### config.mk
export PLATFORM = sky130hd
export DESIGN_NAME = reg_access_arbiter
export DESIGN_NICKNAME = d
export VERILOG_FILES = /design/src/rtl/reg_access_arbiter_pkg.sv /design/src/rtl/reg_access_arbiter_rr_pick.sv /design/src/rtl/reg_access_arbiter.sv
export SDC_FILE = /design/constraint.sdc
export NUM_CORES = 1
export LEC_CHECK = 0
export BUFFER_PORTS_ARGS = -buffer_cell sky130_fd_sc_hd__buf_2
export CAP_MARGIN = 20
export CORE_UTILIZATION = 42
export DETAILED_ROUTE_END_ITERATION = 7
export PLACE_DENSITY = 0.75
export SKIP_LAST_GASP = 1
export SLEW_MARGIN = 30
export SYNTH_ARGS = -nofsm -noshare
export SYNTH_HDL_FRONTEND = slang
export SYNTH_SLANG_ARGS = --single-unit
### constraint.sdc
create_clock -name Clk -period 1.7 [get_ports Clk]
set_clock_uncertainty 0.05 [all_clocks]
set_input_delay 0.34 -clock Clk [delete_from_list [all_inputs] [get_ports Clk]]
set_output_delay 0.34 -clock Clk [all_outputs]
set_load 0.03 [all_outputs]
### src/rtl/reg_access_arbiter_pkg.sv
// Shared definitions for the register access arbiter.
//   op_t      : per-requester command encoding (load / set / clear / read)
//   state_t   : sequencer states IDLE -> ISSUE -> DONE -> IDLE
//   wrap_add  : (base + off) modulo n, for base, off < n
package reg_access_arbiter_pkg;

  typedef enum logic [1:0] {
    OP_LOAD = 2'b00,
    OP_SET  = 2'b01,
    OP_CLR  = 2'b10,
    OP_READ = 2'b11
  } op_t;

  typedef enum logic [1:0] {
    IDLE  = 2'b00,
    ISSUE = 2'b01,
    DONE  = 2'b10
  } state_t;

  // Modulo add without a divider; both operands are already below n.
  function automatic int unsigned wrap_add(input int unsigned base,
                                           input int unsigned off,
                                           input int unsigned n);
    return (base + off >= n) ? (base + off - n) : (base + off);
  endfunction

endpackage

### src/rtl/reg_access_arbiter_rr_pick.sv
// Combinational round-robin picker.
//   req        : request vector
//   pointer    : index with highest priority this round
//   winner     : one-hot of the first set bit of req at or after pointer (wrapping)
//   winner_idx : binary index of that bit
//   any        : req has at least one bit set
module reg_access_arbiter_rr_pick
  import reg_access_arbiter_pkg::*;
#(
  parameter int N_REQ = 4,
  parameter int IDX_W = $clog2(N_REQ)
) (
  input  logic [N_REQ-1:0] req,
  input  logic [IDX_W-1:0] pointer,
  output logic [N_REQ-1:0] winner,
  output logic [IDX_W-1:0] winner_idx,
  output logic             any
);

  always_comb begin
    // NOTE: every output gets a default before any conditional assignment,
    // otherwise the unassigned paths would infer latches.
    winner_idx = '0;
    // Scan from the farthest offset down so the closest match to the
    // pointer is the last (and therefore winning) assignment.
    for (int k = N_REQ - 1; k >= 0; k--) begin
      if (req[IDX_W'(wrap_add(32'(pointer), k, N_REQ))]) begin
        winner_idx = IDX_W'(wrap_add(32'(pointer), k, N_REQ));
      end
    end
    any    = |req;
    winner = any ? (N_REQ'(1) << winner_idx) : '0;
  end

endmodule

### src/rtl/reg_access_arbiter.sv
// Round-robin arbiter/sequencer sharing one external WIDTH-bit register
// among N_REQ requesters. One op is issued at a time as a single-cycle
// command on the register's reset/set/load/D pins, then acknowledged with
// a done pulse carrying the register value.
//   Clk, reset            : clock and synchronous active-high reset
//   req, op, wdata        : per-requester request level, op code, load data
//   gnt                   : one-hot grant during the ISSUE cycle
//   done, done_id, rdata  : completion pulse, requester index, register value
//   busy                  : high in ISSUE and DONE
//   reg_reset/set/load/D  : command to the shared register
//   reg_Q                 : register output
module reg_access_arbiter
  import reg_access_arbiter_pkg::*;
#(
  parameter  int N_REQ = 4,
  parameter  int WIDTH = 4,
  localparam int IDX_W = $clog2(N_REQ)
) (
  input  logic                   Clk,
  input  logic                   reset,
  input  logic [N_REQ-1:0]       req,
  input  logic [2*N_REQ-1:0]     op,
  input  logic [WIDTH*N_REQ-1:0] wdata,
  output logic [N_REQ-1:0]       gnt,
  output logic                   done,
  output logic [IDX_W-1:0]       done_id,
  output logic [WIDTH-1:0]       rdata,
  output logic                   busy,
  output logic                   reg_reset,
  output logic                   reg_set,
  output logic                   reg_load,
  output logic [WIDTH-1:0]       reg_D,
  input  logic [WIDTH-1:0]       reg_Q
);

  state_t           state_q, state_d;
  logic [IDX_W-1:0] ptr_q;
  logic [IDX_W-1:0] win_q;
  logic [N_REQ-1:0] win_oh_q;
  op_t              op_q;
  logic [WIDTH-1:0] wdata_q;
  logic [WIDTH-1:0] rdata_q;

  logic [N_REQ-1:0] pick_oh;
  logic [IDX_W-1:0] pick_idx;
  logic             pick_any;

  reg_access_arbiter_rr_pick #(
    .N_REQ (N_REQ),
    .IDX_W (IDX_W)
  ) u_rr_pick (
    .req        (req),
    .pointer    (ptr_q),
    .winner     (pick_oh),
    .winner_idx (pick_idx),
    .any        (pick_any)
  );

  always_ff @(posedge Clk) begin
    // NOTE: state is updated with non-blocking assignments so every register
    // samples pre-edge values, independent of statement order.
    if (reset) begin
      state_q  <= IDLE;
      ptr_q    <= '0;
      win_q    <= '0;
      win_oh_q <= '0;
      op_q     <= OP_LOAD;
      wdata_q  <= '0;
      rdata_q  <= '0;
    end else begin
      state_q <= state_d;
      case (state_q)
        IDLE: begin
          // The request is captured here; later changes to req/op/wdata
          // cannot disturb the op in flight.
          if (pick_any) begin
            win_q    <= pick_idx;
            win_oh_q <= pick_oh;
            op_q     <= op_t'(op[2*int'(pick_idx) +: 2]);
            wdata_q  <= wdata[WIDTH*int'(pick_idx) +: WIDTH];
          end
        end
        ISSUE:   ptr_q   <= IDX_W'(wrap_add(32'(win_q), 1, N_REQ));
        DONE:    rdata_q <= reg_Q;
        default: ;
      endcase
    end
  end

  always_comb begin
    state_d   = state_q;
    gnt       = '0;
    done      = 1'b0;
    done_id   = '0;
    rdata     = rdata_q;
    busy      = 1'b0;
    reg_reset = 1'b0;
    reg_set   = 1'b0;
    reg_load  = 1'b0;
    reg_D     = '0;

    case (state_q)
      IDLE:    if (pick_any) state_d = ISSUE;
      ISSUE:   state_d = DONE;
      DONE:    state_d = IDLE;
      default: state_d = IDLE;
    endcase

    // Outputs are forced low while reset is high so an ISSUE cut short by
    // reset sends nothing to the register besides its own reset.
    if (reset) begin
      rdata = '0;
    end else begin
      case (state_q)
        ISSUE: begin
          gnt  = win_oh_q;
          busy = 1'b1;
          case (op_q)
            OP_LOAD: begin
              reg_load = 1'b1;
              reg_D    = wdata_q;
            end
            OP_SET:  reg_set   = 1'b1;
            OP_CLR:  reg_reset = 1'b1;
            default: ;
          endcase
        end
        DONE: begin
          done    = 1'b1;
          done_id = win_q;
          rdata   = reg_Q;
          busy    = 1'b1;
        end
        default: ;
      endcase
    end
  end

endmodule

==> summary.md, run 1 <==
| Metric | Value |
|---|---|
| Status | `complete, but fails checks` |
| Violated checks | `negative setup slack` |
| Io pins | `53` |
| Syn Inst Count | `130` |
| Drt total wl | `3046 um` |
| Post-Synth Simple-Gate Area | `27.30%` |
| Top-area cell type share of the netlist area | `33.86%` |
| Final period utilization | `108.4%` |
| Final-report max-slew violation count | `0` |
| Final setup vio count | `19` |
| DRT iter0 DRCs | `15` |
| DRC viols | `0` |
| Slowest stage delay, CP | `between 0.3 and 0.4 ns` |
| Comb pwr share | `roughly 37%` |
| Worst setup EP type | `output pin` |
| Compound-Gate Fraction of Synth Area | `14.18%` |
| Adder-cell share of the synthesized area | `under 10%` |
| Max transition margin | `between 60 and 70%` |
| CTS H-tree lvls | `1` |
| Multiplexer share of the synthesized area | `15.24%` |
| CP Data Required Time | `1.31 ns` |
| Synth top area cells | `dfxtp_1 34%, mux2i_1 15%, o221ai_2 7.6%` |
| Placed inst area | `approximately 1600 um^2` |
| Post-Synth XOR/XNOR Area | `0.7407%` |
| Pre-CTS WS | `-0.2679 ns` |
| Pwr dens | `714.7 nW/um^2` |
| Leakage | `0.7933 nW` |
| Max rail drop VDD | `0.5867 mV` |
| Post-Syn Nets | `about 170` |
| Psw | `0.0004317 W` |
| Area leader, netlist | `dfxtp_1` |
| Synthesized area | `approximately 1200 um^2` |
| Largest net degree at the start of global routing | `26` |
| Syn_area_per_cell | `9.095 um^2` |
| Critical Path Fanout Max | `5` |
| GPL Wtd Cong | `0.8211` |
| Global route overflow | `0` |
| Post-DR wirelength/cell | `13.42 um` |
| Crit-path cells | `inv_2 > ha_4 > nand2b_4 > nor3_4 > and2_1 > buf_6` |
| Via count | `approximately 1200` |
| Core Area | `around 2600 um^2` |
| 1st-pass router iterations | `4` |
| Yosys cell types | `26` |
| Clock tree sinks | `20` |
| Post-synth EDFFs | `0` |
| Rows | `18` |
| Fin area | `1877 um^2` |
| Sequential-to-total area share from yosys stat | `33.86%` |
| Hold Slack | `between 0.2 and 0.3 ns` |
| Unrepaired setup endpoints after global routing | `true` |
| Yosys warning count | `0` |
| Clock transition at the registers of the reported paths | `around 0.12 ns` |
| Total CTS buffers | `3` |
| Crit start category | `register` |
| Synth Flop Type | `dfxtp_1` |
| Part of the power in registers | `around two fifths` |
| #FFs+latches synth | `20` |
| Asr flop ratio synth | `0%` |
| Max-Cap Viols | `0` |
| Vias in the first global route | `1130` |
| Vias per cell | `5.194` |
| Clk pwr share | `21.0%` |
| N_diodes | `0` |
| Final hold violation count | `0` |
| Max Clock Freq | `542.7 MHz` |
| CP max-delay cell | `dfxtp_2` |
| Worst Hold Class | `input port to register` |
| HPWL after detailed placement | `around 2300 um` |
| Die Y | `55.06 um` |
| Critical path type | `register to output pin` |
| Starting density of the core | `46.05%` |
| Worst-Margin Slew | `between 0.5 and 0.6 ns` |
| Switching part of the total | `32.18%` |
| Pint | `0.0009097 W` |
| Data arrival, critical path | `1.45 ns` |
| Final Worst Setup Slack | `-0.1425 ns` |
| Final min period | `1.843 ns` |
| Die area | `about 3000 um^2` |
| GRT Util Overall | `21.41%` |
| ANT nets after route | `0` |
| Clock Latency Late Sink | `0.30 ns` |
| CTS tree | `built` |
| Share of cells above drive strength 1 | `56.85%` |
| Port bufs | `52` |
| Initial antenna violation count | `0` |
| CTS root buffer | `clkbuf_4` |
| Largest family of logic cells by synthesized area | `simple AND/OR/NAND/NOR gates` |
| First-pass GRT wire length | `between 4000 and 5000 um` |
| NumNets Final | `236` |
| Fillers | `approximately 200` |
| Area Growth Syn to Fin | `58.73%` |
| Maximum clock path buffer count | `2` |
| Die Wd | `about 55 um` |
==> state kept, by name, indices dropped and copies added, names as in the netlist <==
| name | cells |
|---|---|
| ptr_q | 2 |
| rdata_q | 4 |
| win_q | 2 |
| state_q | 2 |
| win_oh_q | 4 |
| wdata_q | 4 |
| op_q | 2 |
==> power by group through the flow <==
stage / Sequential, W / Clock [W] / Combinational [W]
2_1_floorplan: 0.000561 / 0 / 0.000286
3_3_place_gp: 0.000567 / 0 / 0.000423
3_5_place_dp: 0.000569 / 0 / 0.000432
4_1_cts: 0.000560 / 0.000283 / 0.000471
5_1_grt: 0.000570 / 0.000305 / 0.000541
6_report: 0.000561 / 0.000282 / 0.000498
==> layout by cell type, fill, tap and decap left out, types with 5 or more instances in the layout <==
| master | instances |
|---|---|
| buf_2 | 33 |
| dfxtp_1 | 17 |
| buf_4 | 19 |
| nand3b_1 | 7 |
| and2_1 | 6 |
| a21oi_1 | 11 |
| nor2_1 | 5 |
| nand2_1 | 10 |
| mux2i_1 | 15 |
| o221ai_2 | 6 |
| buf_6 | 17 |
==> cell families after synthesis <==
family | Yosys count
multiplexers | 18
XOR/XNOR | 1
flip-flops | 20
adder cells (fa/ha/maj) | 4
AO/OA/AOI/OAI | 19
AND/OR/NAND/NOR | 57
buffers and inverters | 11
==> Yosys cell counts (2+ instances only) <==
| cell | number |
|---|---|
| buf_2 | 3 |
| nor2b_1 | 3 |
| nand3_1 | 3 |
| o221ai_2 | 6 |
| nor3b_1 | 3 |
| or3_1 | 3 |
| nand2_1 | 10 |
| ha_1 | 4 |
| nand2b_1 | 2 |
| inv_1 | 4 |
| mux2i_1 | 18 |
| dfxtp_1 | 20 |
| clkbuf_1 | 3 |
| nor3_1 | 2 |
| and2_1 | 11 |
| a21oi_1 | 11 |
| nand3b_1 | 7 |
| nor2_1 | 9 |
==> routing by layer <==
metal  global-route usage [%]  routed length (um)
met1                    23.15                1215
met2                    41.57                1683
met3                    3.825                 147
met4                    6.250                   0
met5                        0                   0
==> cell type report <==
type	instances	area, um^2	area share, %
Multi-Input combinational cell	99	859.6	45.80
Clock buffer	4	36.28	1.933
Tap cell	30	37.54	2.000
Inverter	4	17.52	0.9333
Timing Repair Buffer	70	519.2	27.67
Sequential cell	20	406.6	21.67
==> worst max-delay path, delay by kind of cell, from the launching register on <==
kind,cells,cell delay [ns]
adder cells (fa/ha/maj),1,0.15
buffers and inverters,2,0.20
flip-flops,1,0.34
AND/OR/NAND/NOR,3,0.45
==> stage by stage <==
step / instances / TNS, ns / util [%] / total power, W
after CTS: 225 / -1.800 / 70.71 / 0.001314
final: 227 / -1.589 / 73.10 / 0.001341
after floorplan: 130 / -0.2316 / - / 0.0008476
after global routing: 227 / -3.328 / 73.10 / 0.001416
after global placement: 219 / -1.073 / 63.30 / 0.0009891
after detailed placement: 219 / -1.521 / 63.30 / 0.001001
==> final timing paths <==
check	startpoint	end	slack (ns)	cells after the start
worst max-delay path	state_q[1]$_SDFFE_PP0P_	reg_D[0]	-0.14	6
worst min-delay path	reg_Q[3]	rdata_q[3]$_DFF_P_	0.28	3
worst max register to register	ptr_q[1]$_SDFFE_PP0N_	wdata_q[1]$_SDFFE_PP0P_	-0.02	5
worst min register to register	win_oh_q[2]$_SDFFE_PP0P_	win_oh_q[2]$_SDFFE_PP0P_	0.41	2
==> timing repair <==
action | in CTS | in global routing
gates resized for setup | 43 | 14
hold buffers | 0 | 0
pin swaps | 9 | 5
setup endpoints to repair | 25 | 27
buffers inserted | 2 | 2
Power figures use the tool's default switching activity.
==> run 2: changes to the inputs <==
--- a/config.mk
+++ b/config.mk
@@ -7,9 +7,9 @@
 export LEC_CHECK = 0
 export BUFFER_PORTS_ARGS = -buffer_cell sky130_fd_sc_hd__buf_2
 export CAP_MARGIN = 20
-export CORE_UTILIZATION = 42
+export CORE_UTILIZATION = 46
 export DETAILED_ROUTE_END_ITERATION = 7
-export PLACE_DENSITY = 0.75
+export PLACE_DENSITY = 0.78
 export SKIP_LAST_GASP = 1
 export SLEW_MARGIN = 30
 export SYNTH_ARGS = -nofsm -noshare
==> constraint.sdc (replaced) <==
create_clock -name Clk -period 2.1 [get_ports Clk]
set_clock_uncertainty 0.05 [all_clocks]
set_input_delay 0.21 -clock Clk [delete_from_list [all_inputs] [get_ports Clk]]
set_output_delay 0.21 -clock Clk [all_outputs]
set_load 0.03 [all_outputs]
==> run 2 against run 1 <==
Sequential power is 19% lower; combinational power is 39% lower; register-to-register slack better by 0.20 ns; clock power is 11% higher; worst hold slack worse by 0.15 ns; largest cell class unchanged; routed wire length is 17% lower; flip-flop and latch count stayed put; clock-buffer cell count is 1 lower; via count is 6.7% lower; the run now ends clean; cell area is 18% lower; highest routed layer is now met4; global-route usage is 2.2 points lower.
==> summary.md, run 2 (same netlist as run 1, synthesis figures left out) <==
| Metric | Value |
|---|---|
| Die area | `2777 um^2 (-8.4%)` |
| GPL Wtd Cong | `0.7044 (-14%)` |
| Data arrival, critical path | `1.68 ns (+0.23 ns)` |
| Pre-CTS WS | `0.2065 ns (+0.4744 ns)` |
| Unrepaired setup endpoints after global routing | `false` |
| CTS Hold Bufs | `0 (unchanged)` |
| Final min period | `1.942 ns` |
| First-pass GRT wire length | `3967 um (-14%)` |
| Worst setup EP type | `output pin` |
| CP max-delay cell | `dfxtp_1` |
| Crit-path cells | `inv_1 > ha_2 > nand2b_1 > nor3_4 > and2_1 > buf_2` |
| Leakage | `0.6836 nW (-14%)` |
| Final hold violation count | `0 (unchanged)` |
| NumNets Final | `220 (-6.8%)` |
| Pwr dens | `694.3 nW/um^2 (-2.9%)` |
| Global route overflow | `0 (unchanged)` |
| GRT Util Overall | `19.23% (-2.2 points)` |
| Die Y | `52.70 um (-4.3%)` |
| Worst-Margin Slew | `0.4944 ns (-0.03776 ns)` |
| Io pins | `53 (unchanged)` |
| Final setup vio count | `0 (-19)` |
| Total CTS buffers | `3 (unchanged)` |
| Clock Latency Late Sink | `0.30 ns (about the same)` |
| Max-Cap Viols | `0 (unchanged)` |
| Crit start category | `register` |
| Die Wd | `52.70 um (-4.3%)` |
| CTS H-tree lvls | `1 (unchanged)` |
| Share of cells above drive strength 1 | `38.12% (-19 points)` |
| Clock tree sinks | `20 (unchanged)` |
| Slowest stage delay, CP | `0.35 ns (about the same)` |
| HPWL after detailed placement | `1995 um (-13%)` |
| Drt total wl | `2520 um (-17%)` |
| CTS tree | `built` |
| Initial antenna violation count | `0 (unchanged)` |
| Final period utilization | `between 90% and 100%` |
| Total power draw | `0.001067 W (-20%)` |
| Vias in the first global route | `994 (-12%)` |
| CP Data Required Time | `1.84 ns (+0.53 ns)` |
| Largest net degree at the start of global routing | `27 (+3.8%)` |
| Number of buffer and inverter stages on the critical path | `2 (unchanged)` |
| N_diodes | `0 (unchanged)` |
| Max rail drop VDD | `0.5287 mV (-9.9%)` |
| Max Clock Freq | `around 510 MHz` |
| DRT iter0 DRCs | `7 (-8)` |
| Biggest regs | `rdata_q (4), wdata_q (4), win_oh_q (4)` |
| Port bufs | `52 (unchanged)` |
| Commonest non-fill, non-tap cell in the layout | `buf_2` |
| 1st-pass router iterations | `4 (unchanged)` |
| Setup TNS | `0 ns (+1.589 ns)` |
| Post-DR wirelength/cell | `11.94 um (-11%)` |
| Clock transition at the registers of the reported paths | `0.11 ns (about the same)` |
| Starting density of the core | `48.17% (+2.1 points)` |
| Final-report max-slew violation count | `0 (unchanged)` |
| CP top delay family | `simple AND/OR/NAND/NOR gates` |
| Core Area | `2455 um^2 (-4.4%)` |
| Critical Path Fanout Max | `5 (unchanged)` |
| Worst Hold Class | `input port to register` |
| Rows | `18 (unchanged)` |
| DRC viols | `0 (unchanged)` |
| Max transition margin | `66.73% (+2.5 points)` |
| Vias per cell | `5.213 (+0.37%)` |
| Critical path type | `register to output pin` |
| CTS root buffer | `clkbuf_4` |
| Via count | `1100 (-6.7%)` |
| Status | `complete, no violations` |
| Most frequent cells in the layout | `52 x buf_2, 20 x dfxtp_1, 18 x mux2i_1` |
| Final Worst Setup Slack | `0.1576 ns (+0.3001 ns)` |
| Maximum clock path buffer count | `2 (unchanged)` |
| ANT nets after route | `0 (unchanged)` |
| Area Growth Syn to Fin | `29.95%` |
## run 2: cell types whose count changed in the layout (fill, tap and decap cells not counted), sizes merged
cell,previous run,this run
bufinv,0,1
clkbuf,4,3
buf,70,54
## run 2: path summary, 6_finish.rpt
kind	startpoint	end	slack [ns]	depth (start not counted)
max	state_q[1]$_SDFFE_PP0P_	reg_D[3]	0.16	6
min	reg_Q[3]	rdata_q[3]$_DFF_P_	0.13	3
max reg2reg	ptr_q[1]$_SDFFE_PP0N_	wdata_q[3]$_SDFFE_PP0P_	0.18	5
min reg2reg	win_oh_q[0]$_SDFFE_PP0P_	win_oh_q[0]$_SDFFE_PP0P_	0.41	2
## run 2: through the flow
stage	instances	instance area, um^2	utilization, %	hold WS, ns
floorplan	130	1187	-	0.3181
global placement	207	1475	60.09	0.3903
detailed placement	207	1475	60.09	0.3946
CTS	211	1528	62.23	0.1247
global route	211	1536	62.59	0.1443
finish	211	1536	62.59	0.1321
## run 2: area by class of cell
type,count,area (um^2)
fillers,223,918.4
repair buffers,54,287.8
inverters,4,15.01
clock inverters,1,30.03
clock buffers,3,22.52
multi-input cells,99,743.2
well taps,30,37.54
flip-flops and latches,20,400.4
## run 2: what timing repair did
| item | 4_1_cts | 5_1_grt |
|---|---|---|
| buffers inserted | 0 | 0 |
| endpoints found under the setup margin | 0 | 4 |
| gates resized for setup | 0 | 2 |
## run 2: worst reg2reg max path: stages, from the launching register on
cell and delay, ns:
dfxtp_1 0.44, mux2i_1 0.21, nor2_1 0.07, or3_4 0.39, or3_1 0.47, o221ai_2 0.22
## run 2: power breakdown
| group | switching, W | leakage, nW | internal [W] |
|---|---|---|---|
| sequential | 0.0000319 | 0.164 | 0.000420 |
| clock | 0.000120 | 0.0279 | 0.000193 |
| combinational | 0.000162 | 0.492 | 0.000140 |
## run 2: metal layers
layer / routed length [um] / vias to the layer above / share of wire (%) / global-route usage [%]
li1: - / 567 / - / -
met3: 160 / 5 / 6.3 / 2.029
met5: 0 / - / 0 / 0
met1: 1062 / 484 / 42 / 19.13
met4: 31 / 0 / 1.2 / 7.895
met2: 1265 / 44 / 50 / 39.03
==> run 3: changes to the inputs <==
==> constraint.sdc (replaced) <==
create_clock -name Clk -period 2 [get_ports Clk]
set_clock_uncertainty 0.05 [all_clocks]
set_input_delay 0.2 -clock Clk [delete_from_list [all_inputs] [get_ports Clk]]
set_output_delay 0.2 -clock Clk [all_outputs]
set_load 0.03 [all_outputs]
==> run 3 against run 2 <==
Register-to-register slack hardly changed; non-clock buffer count is 1 higher; global-route usage is 0.83 points higher; first-iteration DRC count is 86% lower; via count is 2.1% lower; core utilization is 0.66 points lower; clock-buffer cell count is 1 higher; die area stayed put; total power is 4.7% lower; worst hold slack worse by 0.013 ns; cell area is 1.1% lower; critical path depth stayed put; critical path type unchanged; critical endpoint unchanged.
==> summary.md, run 3 (same netlist as run 1, synthesis figures left out) <==
| Metric | Value |
|---|---|
| Critical path type | `register to output pin` |
| Critical Path Fanout Max | `5 (unchanged)` |
| Worst setup EP type | `output pin` |
| Starting density of the core | `48.17% (unchanged)` |
| Crit path launch | `state_q[1]$_SDFFE_PP0P_` |
| Core Area | `2455 um^2 (unchanged)` |
| DRC viols | `0 (unchanged)` |
| Worst-Margin Slew | `0.4900 ns (-0.004420 ns)` |
| Area Growth Syn to Fin | `28.57%` |
| CTS tree | `built` |
| Most frequent cells in the layout | `52 x buf_2, 20 x dfxtp_1, 18 x mux2i_1` |
| Clock Latency Late Sink | `0.30 ns (about the same)` |
| Number of buffer and inverter stages on the critical path | `2 (unchanged)` |
| First-pass GRT wire length | `4043 um (+1.9%)` |
| Maximum clock path buffer count | `2 (unchanged)` |
| Met2 global-route usage | `37.34% (-1.7 points)` |
| Drt total wl | `2377 um (-5.7%)` |
| Clock transition at the registers of the reported paths | `0.11 ns (about the same)` |
| R2r setup slk | `0.19 ns (about the same)` |
| N_diodes | `0 (unchanged)` |
| Slowest stage delay, CP | `0.34 ns (about the same)` |
| DRT iter0 DRCs | `1 (-6)` |
| Clock tree sinks | `20 (unchanged)` |
| GPL Wtd Cong | `0.6953 (-1.3%)` |
| HPWL after detailed placement | `1937 um (-2.9%)` |
| Vias in the first global route | `968 (-2.6%)` |
| Post-DR wirelength/cell | `11.21 um (-6.1%)` |
| 1st-pass router iterations | `4 (unchanged)` |
| Crit path to | `reg_D[3]` |
| Final hold violation count | `0 (unchanged)` |
| CTS H-tree lvls | `1 (unchanged)` |
| Commonest non-fill, non-tap cell in the layout | `buf_2` |
| Data arrival, critical path | `1.65 ns (-0.03 ns)` |
| Worst Hold Class | `input port to register` |
| Crit path depth | `6 (unchanged)` |
| Biggest regs | `rdata_q (4), wdata_q (4), win_oh_q (4)` |
| Final period utilization | `95.17%` |
| Crit start category | `register` |
| Max-Cap Viols | `0 (unchanged)` |
| Port bufs | `52 (unchanged)` |
| Global route overflow | `0 (unchanged)` |
| FF-to-FF path depth | `5 (unchanged)` |
| CTS root buffer | `clkbuf_4` |
| Final min period | `1.903 ns` |
| Initial antenna violation count | `0 (unchanged)` |
| Reg2reg end | `wdata_q[0]$_SDFFE_PP0P_` |
| GRT Util Overall | `20.06% (+0.83 points)` |
| Share of cells above drive strength 1 | `39.01% (+0.89 points)` |
| Max rail drop VDD | `0.5653 mV (+6.9%)` |
| Global routing's busiest layer | `met2` |
| GR Util met3 | `4.638% (+2.6 points)` |
| ANT nets after route | `0 (unchanged)` |
| Largest net degree at the start of global routing | `27 (unchanged)` |
| Die area | `2777 um^2 (unchanged)` |
| Die Wd | `52.70 um (unchanged)` |
| Status | `complete, no violations` |
| NumNets Final | `221 (+0.45%)` |
| Final setup vio count | `0 (unchanged)` |
| Pwr dens | `668.7 nW/um^2 (-3.7%)` |
| Placed Cells | `208 (+0.48%)` |
| Max Clock Freq | `525.4 MHz` |
| Final-report max-slew violation count | `0 (unchanged)` |
| Leakage | `0.6795 nW (-0.61%)` |
| CP Data Required Time | `1.75 ns (-0.09 ns)` |
| Rows | `18 (unchanged)` |
| Met1 GRT Util | `21.37% (+2.2 points)` |
| CP max-delay cell | `dfxtp_1` |
| Layout Cells excl Fill | `212 (+0.47%)` |
| Io pins | `53 (unchanged)` |
| CP top delay family | `simple AND/OR/NAND/NOR gates` |
| Total CTS buffers | `3 (unchanged)` |
| Hold Slack | `0.1190 ns (-0.01305 ns)` |
| Die Y | `52.70 um (unchanged)` |
| Crit-path cells | `inv_1 > ha_2 > nand2b_1 > nor3_4 > and2_1 > buf_2` |
| Vias per cell | `5.080 (-2.6%)` |
| Max transition margin | `67.03% (+0.30 points)` |
| FF-to-FF Start | `ptr_q[1]$_SDFFE_PP0N_` |
| Via count | `1077 (-2.1%)` |
## run 3: area by class of cell
class	instances	area, um^2
Timing Repair Buffer	55	282.8
Inverter	4	15.01
Fill cell	221	934.6
Sequential cell	20	400.4
Tap cell	30	37.54
Multi-Input combinational cell	99	748.2
Clock buffer	4	36.28
## run 3: where the power goes
| group | internal [W] | total (W) | switching, W | leakage, nW |
|---|---|---|---|---|
| clock | 0.000111 | 0.000230 | 0.000119 | 0.0210 |
| sequential | 0.000441 | 0.000474 | 0.0000325 | 0.164 |
| combinational | 0.000145 | 0.000312 | 0.000167 | 0.494 |
| total | 0.000698 | 0.00102 | 0.000319 | 0.679 |
## run 3: tightest hold or removal path: cells and delay by family
family	cells	cell delay [ns]
multiplexers	1	0.05
buffers and inverters	1	0.07
AND/OR/NAND/NOR	1	0.10
## run 3: routing by layer
layer	vias to the layer above	wire length (um)
li1	564	-
met1	469	1024
met2	42	1138
met3	2	190
met4	0	23
met5	-	0
## run 3: through the flow
step                      setup TNS [ns]  area [um^2]   power, W  setup WS, ns  util, %
final                                  0         1520   0.001017       0.09661    61.93
after global routing           -0.008103         1520   0.001086     -0.008103    61.93
after CTS                              0         1509   0.001028       0.04357    61.47
after detailed placement               0         1470  0.0007926       0.08133    59.89
after global placement                 0         1470  0.0007824        0.1369    59.89
after floorplan                        0         1187  0.0007017       0.05614        -
## run 3: timing repair
action	4_1_cts	5_1_grt
resized for setup	1	2
setup buffers	0	0
setup endpoints to repair	1	7
hold buffers	0	0
## run 3: how the worst min path moves through the flow
stage | start | endpoint | slack [ns] | cells past startpoint
after floorplan | reset | state_q[0]$_SDFFE_PP0P_ | 0.31 | 2
after global placement | win_oh_q[2]$_SDFFE_PP0P_ | win_oh_q[2]$_SDFFE_PP0P_ | 0.39 | 2
after detailed placement | win_oh_q[0]$_SDFFE_PP0P_ | win_oh_q[0]$_SDFFE_PP0P_ | 0.39 | 2
after CTS | reg_Q[3] | rdata_q[3]$_DFF_P_ | 0.10 | 3
after global routing | op[2] | op_q[0]$_SDFFE_PP0P_ | 0.13 | 3
final | reg_Q[3] | rdata_q[3]$_DFF_P_ | 0.12 | 3
